--- src/rtl/lifo_pkg.sv ---
// Shared LIFO constants and the per-cycle operation decode type.
// status_signal_LIFO imports this package too, so it keeps the same depth and threshold.
package lifo_pkg;

  localparam int DATA_WIDTH    = 16;
  localparam int POINTER_WIDTH = 4;
  localparam int DEPTH         = 2 ** POINTER_WIDTH;
  localparam int TH_LEVEL      = DEPTH / 2;

  typedef enum logic [2:0] {
    OP_IDLE,
    OP_PUSH,
    OP_POP,
    OP_REPLACE,
    OP_CLEAR
  } op_t;

endpackage

--- src/rtl/lifo_stack_core_if.sv ---
// Request/response bundle between a stack user (master) and lifo_stack_core (slave).
interface lifo_stack_core_if
  import lifo_pkg::*;
#(
  parameter int DATA_WIDTH    = lifo_pkg::DATA_WIDTH,
  parameter int POINTER_WIDTH = lifo_pkg::POINTER_WIDTH
);

  logic                     wr;
  logic                     rd;
  logic                     clr;
  logic [DATA_WIDTH-1:0]    data_in;
  logic [DATA_WIDTH-1:0]    data_out;
  logic                     data_valid;
  logic                     lifo_empty;
  logic                     lifo_full;
  logic [POINTER_WIDTH:0]   pointer;

  modport master (
    output wr, rd, clr, data_in,
    input  data_out, data_valid, lifo_empty, lifo_full, pointer
  );

  modport slave (
    input  wr, rd, clr, data_in,
    output data_out, data_valid, lifo_empty, lifo_full, pointer
  );

endinterface

--- src/rtl/lifo_ram.sv ---
// Stack storage: synchronous write, registered synchronous read, one clock.
// Only the read register is reset; the array keeps its contents.
module lifo_ram #(
  parameter int DATA_WIDTH    = 16,
  parameter int POINTER_WIDTH = 4
) (
  input  logic                     clk,
  input  logic                     rst_n,
  input  logic                     we,
  input  logic [POINTER_WIDTH-1:0] waddr,
  input  logic [DATA_WIDTH-1:0]    wdata,
  input  logic                     re,
  input  logic [POINTER_WIDTH-1:0] raddr,
  output logic [DATA_WIDTH-1:0]    rdata
);

  localparam int DEPTH = 2 ** POINTER_WIDTH;

  logic [DATA_WIDTH-1:0] mem [DEPTH];

  always_ff @(posedge clk) begin
    if (we) begin
      mem[waddr] <= wdata;
    end
  end

  // Read samples the pre-write value, so a same-address replace returns the old top.
  always_ff @(posedge clk or negedge rst_n) begin
    if (!rst_n) begin
      rdata <= '0;
    end else if (re) begin
      rdata <= mem[raddr];
    end
  end

endmodule

--- src/rtl/lifo_stack_core.sv ---
// LIFO stack controller: occupancy pointer, empty/full flags and pop-valid pulse.
// data_out is the registered read port of lifo_ram.
module lifo_stack_core
  import lifo_pkg::*;
#(
  parameter int DATA_WIDTH    = lifo_pkg::DATA_WIDTH,
  parameter int POINTER_WIDTH = lifo_pkg::POINTER_WIDTH
) (
  input  logic               clk,
  input  logic               rst_n,
  lifo_stack_core_if.slave   bus
);

  localparam logic [POINTER_WIDTH:0] PTR_ONE = {{POINTER_WIDTH{1'b0}}, 1'b1};
  localparam logic [POINTER_WIDTH:0] PTR_MAX = {1'b1, {POINTER_WIDTH{1'b0}}};

  op_t                      op;
  logic [POINTER_WIDTH:0]   ptr_q;
  logic [POINTER_WIDTH:0]   ptr_d;
  logic [POINTER_WIDTH:0]   ptr_dec;
  logic                     dv_q;
  logic                     dv_d;
  logic                     empty;
  logic                     full;
  logic                     ram_we;
  logic                     ram_re;
  logic [POINTER_WIDTH-1:0] top_addr;
  logic [POINTER_WIDTH-1:0] waddr;
  logic [DATA_WIDTH-1:0]    rdata;

  // Flags come only from the registered pointer, never from wr/rd.
  assign empty    = (ptr_q == '0);
  assign full     = (ptr_q == PTR_MAX);
  assign ptr_dec  = ptr_q - PTR_ONE;
  assign top_addr = ptr_dec[POINTER_WIDTH-1:0];

  always_comb begin
    op = OP_IDLE;
    if (bus.clr) begin
      op = OP_CLEAR;
    end else if (bus.wr && bus.rd && !empty) begin
      op = OP_REPLACE;
    end else if (bus.wr && !full) begin
      op = OP_PUSH;
    end else if (bus.rd && !empty) begin
      op = OP_POP;
    end
  end

  always_comb begin
    ptr_d = ptr_q;
    dv_d  = 1'b0;
    case (op)
      OP_CLEAR:   ptr_d = '0;
      OP_PUSH:    ptr_d = ptr_q + PTR_ONE;
      OP_POP: begin
        ptr_d = ptr_dec;
        dv_d  = 1'b1;
      end
      OP_REPLACE: dv_d = 1'b1;
      default:    ;
    endcase
  end

  always_ff @(posedge clk or negedge rst_n) begin
    if (!rst_n) begin
      ptr_q <= '0;
      dv_q  <= 1'b0;
    end else begin
      ptr_q <= ptr_d;
      dv_q  <= dv_d;
    end
  end

  assign ram_we = (op == OP_PUSH) || (op == OP_REPLACE);
  assign ram_re = (op == OP_POP)  || (op == OP_REPLACE);
  assign waddr  = (op == OP_REPLACE) ? top_addr : ptr_q[POINTER_WIDTH-1:0];

  lifo_ram #(
    .DATA_WIDTH    (DATA_WIDTH),
    .POINTER_WIDTH (POINTER_WIDTH)
  ) u_ram (
    .clk   (clk),
    .rst_n (rst_n),
    .we    (ram_we),
    .waddr (waddr),
    .wdata (bus.data_in),
    .re    (ram_re),
    .raddr (top_addr),
    .rdata (rdata)
  );

  assign bus.data_out   = rdata;
  assign bus.data_valid = dv_q;
  assign bus.pointer    = ptr_q;
  assign bus.lifo_empty = empty;
  assign bus.lifo_full  = full;

endmodule

--- src/flat_wrapper.sv ---
// flat-port wrapper written by rule: the top's interface ports become plain ports
module lifo_stack_core_flat import lifo_pkg::*;
#(
  parameter int DATA_WIDTH    = lifo_pkg::DATA_WIDTH,
  parameter int POINTER_WIDTH = lifo_pkg::POINTER_WIDTH
)
  (clk, rst_n, bus_wr, bus_rd, bus_clr, bus_data_in, bus_data_out, bus_data_valid, bus_lifo_empty, bus_lifo_full, bus_pointer);
  lifo_stack_core_if #(.DATA_WIDTH(DATA_WIDTH), .POINTER_WIDTH(POINTER_WIDTH)) bus_i ();
  input  logic clk;
  input  logic rst_n;
  input wire logic [$bits(bus_i.wr)-1:0] bus_wr;
  input wire logic [$bits(bus_i.rd)-1:0] bus_rd;
  input wire logic [$bits(bus_i.clr)-1:0] bus_clr;
  input wire logic [$bits(bus_i.data_in)-1:0] bus_data_in;
  output wire logic [$bits(bus_i.data_out)-1:0] bus_data_out;
  output wire logic [$bits(bus_i.data_valid)-1:0] bus_data_valid;
  output wire logic [$bits(bus_i.lifo_empty)-1:0] bus_lifo_empty;
  output wire logic [$bits(bus_i.lifo_full)-1:0] bus_lifo_full;
  output wire logic [$bits(bus_i.pointer)-1:0] bus_pointer;
  assign bus_i.wr = bus_wr;
  assign bus_i.rd = bus_rd;
  assign bus_i.clr = bus_clr;
  assign bus_i.data_in = bus_data_in;
  assign bus_data_out = bus_i.data_out;
  assign bus_data_valid = bus_i.data_valid;
  assign bus_lifo_empty = bus_i.lifo_empty;
  assign bus_lifo_full = bus_i.lifo_full;
  assign bus_pointer = bus_i.pointer;
  lifo_stack_core #(.DATA_WIDTH(DATA_WIDTH), .POINTER_WIDTH(POINTER_WIDTH)) u_core (.clk(clk), .rst_n(rst_n), .bus(bus_i));
endmodule
--- config.mk ---
export PLATFORM = sky130hd
export DESIGN_NAME = lifo_stack_core_flat
export DESIGN_NICKNAME = d
export VERILOG_FILES = /design/src/rtl/lifo_pkg.sv /design/src/rtl/lifo_stack_core_if.sv /design/src/rtl/lifo_ram.sv /design/src/rtl/lifo_stack_core.sv /design/src/flat_wrapper.sv
export SDC_FILE = /design/constraint.sdc
export NUM_CORES = 1
export LEC_CHECK = 0
export CAP_MARGIN = 40
export CORE_ASPECT_RATIO = 0.8
export CORE_MARGIN = 3
export CORE_UTILIZATION = 60
export CTS_BUF_LIST = sky130_fd_sc_hd__clkbuf_8 sky130_fd_sc_hd__clkbuf_16
export CTS_CLUSTER_DIAMETER = 40
export DETAILED_ROUTE_END_ITERATION = 16
export PLACE_DENSITY = 0.79
export SYNTH_ARGS = -nofsm -noshare
export SYNTH_HDL_FRONTEND = slang
export SYNTH_SLANG_ARGS = --single-unit
--- constraint.sdc ---
create_clock -name clk -period 8.7 [get_ports clk]
set_clock_uncertainty 0.15 [all_clocks]
set_input_delay 1.74 -clock clk [delete_from_list [all_inputs] [get_ports clk]]
set_output_delay 1.74 -clock clk [all_outputs]
set_load 0.02 [all_outputs]
### Yosys cells after proc, flatten, opt, wreduce, memory -nomap -nowiden

Memories as Yosys holds them, arrays and structs flattened. A register that Yosys moved wholly into a read port is not among the register bits.
Index checks and enable logic that the tools add are counted.
Widths: inputs -> output; s select.

* shift-type cells: 0
* multipliers: 0
* muxes and demuxes: 9
* add/subtract/negate cells: 2
* bitwise gates (word level): 0
* equality and inequality tests: 5
* reduce and logical (&&, ||, !) cells: 12
* divide/modulo/power cells: 0
* order comparisons: 0

Operators with widths (number)
* $pmux 5 s3: 1
* $mux 3: 3
* $eq 3x2->1 const B: 2
* $add 5x1->5 const B: 1
* $eq 5x5->1 const B: 1
* $logic_not 5->1: 1
* $sub 5x1->5 const B: 1
* $logic_and 1x1->1: 4
* $mux 4: 1
* $eq 3x1->1 const B: 1
* $eq 3x3->1 const B: 1
* $logic_not 1->1: 3
* $mux 1: 3
* $reduce_bool 3->1: 1
* $logic_or 1x1->1: 2
* $mux 2: 1
* $reduce_or 2->1: 1

* latch bits: 0
* RAM bits: 256
* output and inout bits: 24
* memories: 1
* register bits after elaboration: 6
* ROM bits: 0
* input bits: 21

Memory list
* u_core.u_ram.mem: words 16, width 16, read ports 1, clocked after Yosys merged registers in 1, write ports 1, RTL line lifo_ram.sv:19 `logic [DATA_WIDTH-1:0] mem [DEPTH];`

### Depth between registers and ports, before layout

* word-level depth: 11
* depth in mapped cells: 12
* mapped depth without buffers: 8

### Cells and area by module

From an unflattened synthesis, not the netlist that was laid out.

* cell total of the unflattened synthesis: 510
* area total of the unflattened synthesis: 11020.6 µm²

By module, submodules not included
* lifo_ram: instances 1, cells an instance 452, area an instance 10458.8 µm²
* lifo_stack_core: instances 1, cells an instance 58, area an instance 561.8 µm²

### Worst setup path after synthesis

OpenSTA, ideal clock, no wires.

* path type: input port to flip-flop
* start point: input port bus_clr
* end point: memory u_core.u_ram.mem[13][0] (enable)
* setup time: 0.388 ns
* arrival: 3.547 ns
* data required time: 8.162 ns
* slack: 4.614 ns
* stages on the path: 5
* cells stage by stage: nand2b_1 -> or4_1 -> a21o_1 -> or2_1 -> nor2_1

* word-level cells in the longest chain between the ends: 5
* elaborated cells on any way between the ends: 7
* those cells by class: 2 x eq/ne; 4 x mux; 1 x reduce/logical

Ends and longest elaborated chain
* start, declared: RTL line flat_wrapper.sv:13 `input wire logic [$bits(bus_i.clr)-1:0] bus_clr;`
* $mux 3 *: RTL line lifo_stack_core.sv:39 `if (bus.clr) begin`
* $eq 3x1->1 or $eq 3x2->1 (tied branches): RTL line lifo_stack_core.sv:75, lifo_stack_core.sv:77
* $logic_or 1x1->1: RTL line lifo_stack_core.sv:75 `assign ram_we = (op == OP_PUSH) || (op == OP_REPLACE);`
* $mux 1: RTL line lifo_ram.sv:22 `if (we) begin`
* $mux 1 (implied by the code): RTL line lifo_ram.sv:23 `mem[waddr] <= wdata;`
* end, declared: RTL line lifo_ram.sv:19

Mark *: on every way between the ends. The rest lies on a longest branch, timed or not.

### Worst setup path after layout

* start point: input port bus_clr
* end point: memory u_core.u_ram.mem[6][2] (enable)

Same word-level chain as after synthesis.

==> impl_metrics.py <==
metrics = {
    "status": {
        "outcome": "finished, final reports clean",
    },
    "synth": {
        "compound_gate_fraction_of_synth_area_pct": 5.98,
        "synth_enable_flop_cells": 256,
        "synth-main-ff-cell": "sky130_fd_sc_hd__edfxtp_1",
        "post_synth_inst_count": 713,
        "synth_seq_area_share_pct": 74.7,
        "yosys.area_share.xor_xnor_pct": 0.318,
        "synth-simple-area-share_pct": 9.31,
        "count_of_different_cell_masters_after_synthesis": 45,
        "post_synth_mux_area_share_pct": 7.31,
        "largest_family_of_logic_cells_by_synthesized_area": "simple AND/OR/NAND/NOR gates",
        "ys_seq_elements": 278,
        "net_count_of_the_mapped_netlist": 737,
        "mappedNetlistArea_um2": 11000,
        "yosysWarningCount": 0,
        "post_synth_adder_cell_area_pct": 0.341,
        "asyncSetResetFlopFracSynth_pct": 7.91,
        "synthesis.area_per_instance_um2": 15.5,
    },
    "worst_setup_path": {
        "path_class": "primary input to register",
        "worstPathMaxFanout": 18,
        "kind_of_end_point_of_the_critical_path": "register",
        "path_delay_family": "simple AND/OR/NAND/NOR gates",
        "crit_chain": "clkdlybuf4s50_1, nand2b_1, or2_1, inv_2, nand2_1, a31oi_1, nor2_1, buf_4",
        "timing.critical_path.slowest_stage_cell": "sky130_fd_sc_hd__or2_1",
        "buffering_stage_count_on_the_worst_path_with_inverters_included": 3,
        "element_type_at_the_critical_path_start": "primary input",
        "critical_path.max_stage_delay_ns": 0.69,
        "crit_required_ns": 8.79,
        "signal_arrival_time_at_the_worst_endpoint_ns": 4.68,
        "setup_slack_reg_to_reg_ns": 4.59,
    },
    "clock_network": {
        "clkTransAtPathRegs_ns": 0.06,
        "cts_sinks": 278,
        "clock-root-buffer": "sky130_fd_sc_hd__clkbuf_16",
        "post-cts-setup-buffer-count": 0,
        "post_cts_hold_buffer_count": 0,
        "cts_tree": "done",
        "numCtsBuffers": 29,
        "clk-insertion-delay-late_ns": 0.54,
        "cts.htree.levels": 1,
        "max-clock-path-buffers": 3,
        "post_cts_resized": 0,
    },
    "grt": {
        "grt_remaining_overflow": 0,
        "grt_first_pass_wirelength_mm": 37.9,
        "largest_net_degree_at_the_start_of_global_routing": 68,
        "antenna_violations_before_repair": 0,
        "first_global_vias": 6606,
        "grt.total_usage_pct": 25.0,
    },
    "run": {
        "drv_cap": 0,
    },
    "floorplanning": {
        "io-pin-count": 45,
        "floorplan_row_count": 43,
        "dieArea_um2": 20000,
        "height_of_the_die_um": 127,
        "total_core_area_um2": 17600,
        "floorplan.initialDensity_pct": 62.5,
        "die-width_um": 158,
    },
    "route": {
        "detail-route-antenna-nets": 0,
        "num_vias": 6519,
        "final_routed_wirelength_mm": 24.6,
        "drtIter0Drc": 838,
        "drt-wirelength-per-cell_um": 24.0,
        "drt_pass1_iterations": 5,
        "vias_per_cell": 6.37,
        "drc_errors": 0,
    },
    "timing": {
        "peak_freq_mhz": 218,
        "timing_max_transition_violations_final": 0,
        "finalCriticalPeriod_ns": 4.59,
        "timing_hold_violations_final": 0,
        "timing.setup.tns_ns": 0,
        "finalSetupViolations": 0,
        "tightest_slew_ns": 0.863,
        "setup_repair_after_global_routing_missed_its_margin": "false",
        "max_slew_margin_pct": 42.5,
        "post_route_fraction_of_the_period_consumed_by_the_critical_path_pct": 52.8,
    },
    "cells_and_area": {
        "area.growth.synth_to_final_pct": 15.5,
        "fin_nets": 799,
        "share_of_cells_above_drive_strength_1_pct": 11.5,
        "postLayoutCoreUtil_pct": 72.1,
        "insertedDiodeCount": 0,
        "most_frequent_cells_in_the_layout": "sky130_fd_sc_hd__edfxtp_1 (256), sky130_fd_sc_hd__nand2_1 (120), sky130_fd_sc_hd__mux2i_1 (76)",
        "final_common_cell": "sky130_fd_sc_hd__edfxtp_1",
    },
    "power": {
        "static-leakage-power_nw": 4.43,
        "pwr_density_cell_nw_per_um2": 352,
        "vdd_ir_drop_max_mv": 0.194,
    },
    "min_path": {
        "min-delay-path-class": "register to register",
    },
    "placement": {
        "final_wtd_congestion": 0.941,
        "place_hpwl_mm": 14.5,
        "io_buffers": 44,
    },
}
cells by family (layout without fill, tap and decap cells):
kind of cell | count (synthesis) | count (layout)
flops | 278 | 278
simple gates | 222 | 222
compound gates | 82 | 82
mux | 78 | 78
buf+inv | 46 | 131
xor+xnor | 4 | 4
fa+ha+maj | 3 | 3
state kept, by name, indices dropped and copies added, names as in the netlist:
register and flops:
u_core.u_ram.rdata 16, u_core.u_ram.mem 256, u_core.bus.data_valid 1, u_core.bus.pointer 5
worst paths after layout:
kind	from	endpoint	cells after the start
worst max-delay path	bus_clr	u_core.u_ram.mem[6][2]$_DFFE_PP_	8
worst min-delay path	u_core.u_ram.rdata[8]$_DFFE_PN0P_	u_core.u_ram.rdata[8]$_DFFE_PN0P_	2
worst max register to register	u_core.bus.pointer[0]$_DFFE_PN0P_	u_core.u_ram.mem[6][2]$_DFFE_PP_	9
worst min register to register	u_core.u_ram.rdata[8]$_DFFE_PN0P_	u_core.u_ram.rdata[8]$_DFFE_PN0P_	2
max in group asynchronous	rst_n	u_core.bus.pointer[0]$_DFFE_PN0P_	2
min in group asynchronous	rst_n	u_core.bus.pointer[4]$_DFFE_PN0P_	2
synth_stat cells, types with 6 or more instances:
master	number	area (µm²)
sky130_fd_sc_hd__edfxtp_1	256	7690
sky130_fd_sc_hd__a32oi_1	31	272
sky130_fd_sc_hd__nor2_1	24	90.1
sky130_fd_sc_hd__nand2_1	120	450
sky130_fd_sc_hd__a31oi_1	6	37.5
sky130_fd_sc_hd__clkbuf_1	21	78.8
sky130_fd_sc_hd__mux2i_1	76	761
sky130_fd_sc_hd__a22oi_1	32	240
sky130_fd_sc_hd__nand4_1	16	100
sky130_fd_sc_hd__nand3_1	34	170
sky130_fd_sc_hd__dfrtp_1	22	551
sky130_fd_sc_hd__buf_2	12	60.1
tightest hold or removal path, stage by stage, from the launching register on:
cell,delay (ns)
sky130_fd_sc_hd__dfrtp_1,0.35
sky130_fd_sc_hd__a32oi_1,0.06
sky130_fd_sc_hd__nand2_1,0.06
final cells by class:
| type | instances | area (µm²) |
|---|---|---|
| sequential | 278 | 8240 |
| inverter | 5 | 18.8 |
| clock inverter | 23 | 179 |
| timing repair buffer | 72 | 667 |
| tap | 225 | 282 |
| fill | 1089 | 4920 |
| multi-input combinational | 389 | 2590 |
| clock buffer | 31 | 753 |
per-layer routing:
metal  wire (µm)  global-route usage, %
met3        2370                   4.61
met2       11600                   39.4
met5           0                      0
met1       10100                   36.8
met4         557                   6.84
through the flow:
step	power, mW	area (µm²)	std cells	hold WS [ns]	setup WS (ns)
after CTS	4.49	12700	1023	0.350	4.20
final	4.49	12700	1023	0.345	4.11
after detailed placement	3.31	11800	969	0.332	3.66
after floorplan	2.78	11000	713	0.408	4.61
after global placement	3.24	11800	967	0.326	3.84
after global routing	4.70	12700	1023	0.362	4.01
power breakdown:
group | total [mW] | internal [mW] | leakage (nW) | switching [mW]
Clock | 1.18 | 0.665 | 0.462 | 0.512
Combinational | 1.66 | 0.597 | 1.39 | 1.06
Sequential | 1.65 | 1.57 | 2.58 | 0.0773
(Power assumes the default switching activity.)
